File: config.mk
export PLATFORM = sky130hd
export DESIGN_NAME = debounce_scan_scheduler
export DESIGN_NICKNAME = d
export VERILOG_FILES = /design/src/rtl/debounce_pkg.sv /design/src/rtl/debounce_prescaler.sv /design/src/rtl/debounce_scan_scheduler.sv
export SDC_FILE = /design/constraint.sdc
export NUM_CORES = 1
export LEC_CHECK = 0
export CAP_MARGIN = 0
export CORE_MARGIN = 2
export CORE_UTILIZATION = 45
export CTS_CLUSTER_SIZE = 24
export DETAILED_ROUTE_END_ITERATION = 7
export GPL_TIMING_DRIVEN = 0
export PLACE_DENSITY_LB_ADDON = 0.15
export SETUP_SLACK_MARGIN = 0.05
export SLEW_MARGIN = 20
export SYNTH_ARGS = -nofsm -noshare
export SYNTH_HDL_FRONTEND = slang
export SYNTH_SLANG_ARGS = --single-unit
export TNS_END_PERCENT = 10
File: constraint.sdc
create_clock -name i_clock -period 9.7 [get_ports i_clock]
set_input_delay 2.91 -clock i_clock [delete_from_list [all_inputs] [get_ports i_clock]]
set_output_delay 2.91 -clock i_clock [all_outputs]
set_load 0.1 [all_outputs]
File: src/rtl/debounce_pkg.sv
// -----------------------------------------------------------------------------
// debounce_pkg
//   Shared types and helpers for the time-multiplexed debounce controller.
//   - debounce_state_t : scheduler FSM states
//   - index_width()    : width of a channel index, never less than 1 bit
// -----------------------------------------------------------------------------
package debounce_pkg;

  typedef enum logic [1:0] {
    IDLE  = 2'd0,  // scheduler stopped, outputs held
    PRIME = 2'd1,  // loading debounced levels straight from the synchronizers
    SCAN  = 2'd2   // round-robin debounce service
  } debounce_state_t;

  // A single channel still needs a 1-bit pointer so port widths stay legal.
  function automatic int unsigned index_width(input int unsigned n);
    return (n <= 1) ? 1 : $clog2(n);
  endfunction

endpackage

File: src/rtl/debounce_prescaler.sv
// -----------------------------------------------------------------------------
// debounce_prescaler
//   Scan-slot timer shared by every channel. Counts clocks while running and
//   raises o_strobe for one clock each time the count reaches i_prescale.
//
// Ports
//   i_clock     in  1               system clock
//   i_reset_n   in  1               asynchronous active-low reset
//   i_run       in  1               1 = count; 0 = hold the count at zero
//   i_prescale  in  PRESCALE_WIDTH  clocks between strobes minus 1
//   o_strobe    out 1               slot strobe (combinational from the count)
// -----------------------------------------------------------------------------
module debounce_prescaler
  import debounce_pkg::*;
#(
  parameter int PRESCALE_WIDTH = 24
) (
  input  logic                      i_clock,
  input  logic                      i_reset_n,
  input  logic                      i_run,
  input  logic [PRESCALE_WIDTH-1:0] i_prescale,
  output logic                      o_strobe
);

  logic [PRESCALE_WIDTH-1:0] count_q;
  logic [PRESCALE_WIDTH-1:0] count_d;

  always_comb begin
    // NOTE: every signal written here gets a default first, so no path can
    // leave it unassigned and infer a latch.
    count_d  = count_q;
    // Using >= rather than == means a lowered i_prescale strobes on the very
    // next clock instead of waiting for the counter to wrap.
    o_strobe = i_run && (count_q >= i_prescale);
    if (!i_run) begin
      count_d = '0;
    end else if (o_strobe) begin
      count_d = '0;
    end else begin
      count_d = count_q + PRESCALE_WIDTH'(1);
    end
  end

  // NOTE: sequential state is updated with non-blocking assignments only, so
  // every flop samples pre-edge values regardless of block ordering.
  always_ff @(posedge i_clock or negedge i_reset_n) begin
    if (!i_reset_n) begin
      count_q <= '0;
    end else begin
      count_q <= count_d;
    end
  end

endmodule

File: src/rtl/debounce_scan_scheduler.sv
// -----------------------------------------------------------------------------
// debounce_scan_scheduler
//   Time-multiplexed debounce controller. One prescaler and a round-robin
//   pointer service CHANNEL_COUNT raw inputs, one channel per scan slot, and
//   produce debounced levels plus one-clock rise/fall pulses.
//
// Ports
//   i_clock           in  1                   system clock
//   i_reset_n         in  1                   asynchronous active-low reset
//   i_enable          in  1                   1 = run; 0 = hold outputs, go IDLE
//   i_prescale        in  PRESCALE_WIDTH      clocks between scan slots minus 1
//   i_stable_samples  in  STABLE_COUNT_WIDTH  differing samples needed to flip (0 acts as 1)
//   i_raw             in  CHANNEL_COUNT       asynchronous raw levels
//   o_debounced       out CHANNEL_COUNT       debounced levels
//   o_rise            out CHANNEL_COUNT       one-clock pulse on debounced 0->1
//   o_fall            out CHANNEL_COUNT       one-clock pulse on debounced 1->0
//   o_scan_index      out index_width(CHANNEL_COUNT)  channel of the current slot
//   o_ready           out 1                   1 while scanning
// -----------------------------------------------------------------------------
module debounce_scan_scheduler
  import debounce_pkg::*;
#(
  parameter int CHANNEL_COUNT      = 13,
  parameter int PRESCALE_WIDTH     = 24,
  parameter int STABLE_COUNT_WIDTH = 4,
  localparam int IDX_W             = index_width(CHANNEL_COUNT)
) (
  input  logic                          i_clock,
  input  logic                          i_reset_n,
  input  logic                          i_enable,
  input  logic [PRESCALE_WIDTH-1:0]     i_prescale,
  input  logic [STABLE_COUNT_WIDTH-1:0] i_stable_samples,
  input  logic [CHANNEL_COUNT-1:0]      i_raw,
  output logic [CHANNEL_COUNT-1:0]      o_debounced,
  output logic [CHANNEL_COUNT-1:0]      o_rise,
  output logic [CHANNEL_COUNT-1:0]      o_fall,
  output logic [IDX_W-1:0]              o_scan_index,
  output logic                          o_ready
);

  localparam logic [IDX_W-1:0] LAST_INDEX = IDX_W'(CHANNEL_COUNT - 1);

  // ---------------------------------------------------------------------------
  // Input synchronizers (two flops per channel)
  // ---------------------------------------------------------------------------
  logic [CHANNEL_COUNT-1:0] sync_meta_q;
  logic [CHANNEL_COUNT-1:0] sync_q;

  always_ff @(posedge i_clock or negedge i_reset_n) begin
    if (!i_reset_n) begin
      sync_meta_q <= '0;
      sync_q      <= '0;
    end else begin
      sync_meta_q <= i_raw;
      sync_q      <= sync_meta_q;
    end
  end

  // ---------------------------------------------------------------------------
  // Slot timer: only runs in SCAN, and stops on the same clock enable drops
  // ---------------------------------------------------------------------------
  debounce_state_t state_q;
  debounce_state_t state_d;
  logic            slot_strobe;

  debounce_prescaler #(
    .PRESCALE_WIDTH (PRESCALE_WIDTH)
  ) u_prescaler (
    .i_clock    (i_clock),
    .i_reset_n  (i_reset_n),
    .i_run      ((state_q == SCAN) && i_enable),
    .i_prescale (i_prescale),
    .o_strobe   (slot_strobe)
  );

  // ---------------------------------------------------------------------------
  // FSM: state register / next state / outputs
  // ---------------------------------------------------------------------------
  logic [IDX_W-1:0] ptr_q;
  logic [IDX_W-1:0] ptr_d;

  always_ff @(posedge i_clock or negedge i_reset_n) begin
    if (!i_reset_n) begin
      state_q <= IDLE;
    end else begin
      state_q <= state_d;
    end
  end

  always_comb begin
    state_d = state_q;
    if (!i_enable) begin
      state_d = IDLE;
    end else begin
      unique case (state_q)
        IDLE:    state_d = PRIME;
        PRIME:   if (ptr_q == LAST_INDEX) state_d = SCAN;
        SCAN:    state_d = SCAN;
        default: state_d = IDLE;
      endcase
    end
  end

  always_comb begin
    o_ready = (state_q == SCAN);
  end

  // ---------------------------------------------------------------------------
  // Channel datapath: pointer, agreement counters, debounced level, pulses
  // ---------------------------------------------------------------------------
  logic [CHANNEL_COUNT-1:0]      debounced_q, debounced_d;
  logic [CHANNEL_COUNT-1:0]      rise_q, rise_d;
  logic [CHANNEL_COUNT-1:0]      fall_q, fall_d;
  logic [STABLE_COUNT_WIDTH-1:0] cnt_q [CHANNEL_COUNT];
  logic [STABLE_COUNT_WIDTH-1:0] cnt_d [CHANNEL_COUNT];

  logic [STABLE_COUNT_WIDTH-1:0] threshold;
  logic [STABLE_COUNT_WIDTH-1:0] cur_cnt;
  logic [STABLE_COUNT_WIDTH:0]   cnt_plus_one;
  logic [IDX_W-1:0]              ptr_next;

  always_comb begin
    debounced_d  = debounced_q;
    rise_d       = '0;
    fall_d       = '0;
    ptr_d        = ptr_q;
    cnt_d        = cnt_q;
    // A programmed threshold of 0 behaves like 1: flip on the first
    // differing sample.
    threshold    = (i_stable_samples == '0) ? STABLE_COUNT_WIDTH'(1) : i_stable_samples;
    cur_cnt      = cnt_q[ptr_q];
    // One extra bit so the +1 cannot wrap before the compare.
    cnt_plus_one = {1'b0, cur_cnt} + (STABLE_COUNT_WIDTH + 1)'(1);
    ptr_next     = (ptr_q == LAST_INDEX) ? '0 : ptr_q + IDX_W'(1);

    if (!i_enable || (state_q == IDLE)) begin
      // Leaving or sitting in IDLE: levels hold, everything else restarts so
      // that re-enabling always re-primes from a clean slate.
      ptr_d = '0;
      for (int i = 0; i < CHANNEL_COUNT; i++) begin
        cnt_d[i] = '0;
      end
    end else if (state_q == PRIME) begin
      // Adopt the current input level silently, one channel per clock.
      debounced_d[ptr_q] = sync_q[ptr_q];
      ptr_d              = ptr_next;
    end else if (slot_strobe) begin
      if (sync_q[ptr_q] == debounced_q[ptr_q]) begin
        // Agreement (including a bounce back) discards any partial count.
        cnt_d[ptr_q] = '0;
      end else if (cnt_plus_one >= {1'b0, threshold}) begin
        debounced_d[ptr_q] = sync_q[ptr_q];
        cnt_d[ptr_q]       = '0;
        if (sync_q[ptr_q]) begin
          rise_d[ptr_q] = 1'b1;
        end else begin
          fall_d[ptr_q] = 1'b1;
        end
      end else if (cur_cnt != '1) begin
        // Saturate rather than wrap.
        cnt_d[ptr_q] = cur_cnt + STABLE_COUNT_WIDTH'(1);
      end
      ptr_d = ptr_next;
    end
  end

  always_ff @(posedge i_clock or negedge i_reset_n) begin
    if (!i_reset_n) begin
      ptr_q       <= '0;
      debounced_q <= '0;
      rise_q      <= '0;
      fall_q      <= '0;
      // NOTE: the counter array is a handful of flops, not a RAM, so it is
      // reset here like any other state; a real memory would not be.
      for (int i = 0; i < CHANNEL_COUNT; i++) begin
        cnt_q[i] <= '0;
      end
    end else begin
      ptr_q       <= ptr_d;
      debounced_q <= debounced_d;
      rise_q      <= rise_d;
      fall_q      <= fall_d;
      for (int i = 0; i < CHANNEL_COUNT; i++) begin
        cnt_q[i] <= cnt_d[i];
      end
    end
  end

  assign o_debounced  = debounced_q;
  assign o_rise       = rise_q;
  assign o_fall       = fall_q;
  assign o_scan_index = ptr_q;

endmodule

==> metrics.txt <==
status finished, final reports clean; Setup CP Type in -> reg; worst min-delay path startpoint sync_meta_q[6]; Fill cells 1343; Post-synth ARST share 1.000; Setup-failing EPs final 0; Max Freq 160.8 MHz; CP Capture Type register; Startpoint Class input pin; drt drc 0; clk_lat worst skew 0.43 ns; die height 131.3 µm; post-synth cell types 63; CTS clk-pin slew, worst paths 0.06 ns; Pre-Repair DR Iteration Count 6; Die Wd roughly 130 µm; crit-path max FO 10; Placed Area 8461 µm²; design area 9077 µm²; CTS sink cnt 147; reg2reg start o_scan_index[1]; Final #Nets 858; core area 15830 µm²; antenna violations before repair 0; Synth Instances 670; Synth Area in Compound Gates 0.09650; largest net degree at the start of global routing a little over 80; largest buffer count on any clock path 2; largest family of logic cells by synthesized area simple AND/OR/NAND/NOR gates; final wirelength 18610 µm; crit path DAT 6.51 ns; area grow syn2layout 24.57%; CTS-repair resized insts 0; sequential area share after synthesis 0.5048; Crit. Startpoint i_prescale[13]; Syn Area/Cell about 11 µm²; PwrDens approximately 200 nW/µm²; CTS Buf Count 17; unrepaired setup endpoints after global routing false; most frequent cells in the layout dfrtp_1, clkdlybuf4s50_1, nor2_1, nand2_1; remaining antenna violation count 0; Synth Register Bits 147; WHS 0.3473 ns; routability congestion estimate slightly below 0.9; fin crit period 6.217 ns; max-cap violations 0; hold buffer count at CTS 0; Hold WC Path Type reg -> reg; Main synth FF type dfrtp_1; ANT cells 0; htree depth 4; vias in the first global route ~5.6k; layout cells sized above 1 0.1101; Slew @ Worst Pin 1.007 ns; clock skew 0.008480 ns; via count 5582; EDFF count, synth 0; simple-gate share of the synthesized area 0.1592; CP required roughly 10 ns; Rel. slew slack 0.3264; syn_nets 751; grt total ovfl 0; I/O pin cnt 88; Final period util 0.6410; Synth Area in Adders 0.06353; Die Footprint 17230 µm²; post-synthesis mux area share 0.09821; port bufs 87; global-route wire length before repair 29930 µm; most common cell after layout, fill and taps aside dfrtp_1; P_leak 4.055 nW; GRT Resource Usage Total 0.2241; VDD IR-drop max 0.1431 mV; initial core utilization 0.4604; max-slew violations 0; mapped cell area 7287 µm²; drt initial violations roughly 280; Post-CTS Setup Bufs 0; CTS tree built; CTS root buffer clkbuf_16; wire per inst 18.50 µm; synth warn 0; Vias/cell roughly 5.5; Post-Synth XOR/XNOR Area 0.03142; dpl hpwl 13610 µm; # rows 46; final hold vios 0; Fin Setup TNS 0 ns
[stage by stage]
stage	total power [mW]	setup WS (ns)	std cells	utilization
after floorplan	0.9638	4.292	670	-
after global placement	1.090	0.08673	973	0.5325
final	1.781	3.483	1006	0.5735
after CTS	1.788	3.551	1006	0.5735
after global routing	1.850	3.251	1006	0.5735
after detailed placement	1.103	3.127	974	0.5345
[routing by layer]
layer  up-vias  track usage  share of wire
met5         -            0              0
met2       194       0.3632           0.48
met3        48      0.05478          0.058
met1      2768       0.2914           0.43
met4         0      0.08756          0.029
li1       2572            -              -
[path summary, 6_finish.rpt]
| check | cells past startpoint | slack [ns] | to |
|---|---|---|---|
| worst min register to register | 0 | 0.35 | sync_q[6] |
| worst max-delay path | 13 | 3.48 | cnt_q[31] |
| worst min-delay path | 0 | 0.35 | sync_q[6] |
| worst max register to register | 15 | 4.95 | cnt_q[40] |
| max in group asynchronous | 2 | 6.52 | cnt_q[12] |
| min in group asynchronous | 1 | 2.42 | o_rise[0] |
[cell type report]
cell class / instances / area [µm²] / share of cell area
plain buffers: 41 / 195.2 / 0.02150
clock buffers: 18 / 439.2 / 0.04838
clock inverters: 14 / 177.7 / 0.01957
inverters: 38 / 142.6 / 0.01571
multi-input cells: 444 / 3271 / 0.3603
flip-flops and latches: 147 / 3679 / 0.4052
well taps: 216 / 270.3 / 0.02977
repair buffers: 88 / 903.4 / 0.09952
[worst max-delay path, cell delays in order]
cell             delay [ns]
clkdlybuf4s50_1        0.45
inv_1                  0.04
ha_1                   0.30
a211oi_1               0.24
nor2_1                 0.07
or3_1                  0.36
a211oi_1               0.47
a2bb2oi_1              0.58
buf_2                  0.36
or3_1                  0.14
clkbuf_1               0.30
mux2i_1                0.23
nor2_1                 0.06
[synthesized netlist by cell type (6+ instances only)]
library cell    n  share of area
nand4_1         7         0.0060
nor2_1         84          0.043
mux2i_1        34          0.047
nor3_1         22          0.015
nor2b_1         6         0.0052
mux4_2          8          0.025
nand2_1        47          0.024
o21ai_0        12         0.0082
a21oi_1        11         0.0076
dfrtp_1       147           0.50
xor2_1         14          0.017
a21o_1          7         0.0072
inv_1          37          0.019
nand3_1        28          0.019
a32o_1         18          0.025
clkbuf_1       24          0.012
ha_1           37          0.064
a22oi_1        12          0.012
mux2_2         14          0.022
or3_1          14          0.012
buf_2           9         0.0062
xnor2_1         9          0.011
[sequential cells by signal (all words and copies together) (netlist names)]
signal,cells
o_fall,13
cnt_q,52
state_q,2
o_scan_index,4
o_rise,13
sync_meta_q,13
u_prescaler.count_q,24
o_debounced,13
sync_q,13
[cells by family (layout without fill, tap and decap cells)]
logic type | Yosys count | count (layout)
flip-flops | 147 | 147
AND/OR/NAND/NOR | 235 | 235
buffers and inverters | 79 | 199
adder cells (fa/ha/maj) | 37 | 37
AO/OA/AOI/OAI | 89 | 89
multiplexers | 59 | 59
XOR/XNOR | 24 | 24
[where the power goes]
part | internal [mW] | leakage [nW] | switching (mW)
Sequential | 0.632 | 1.99 | 0.0185
Combinational | 0.136 | 1.77 | 0.310
Clock | 0.415 | 0.295 | 0.271
Total | 1.18 | 4.05 | 0.599
Note: power is estimated with default switching activity, not from simulation.
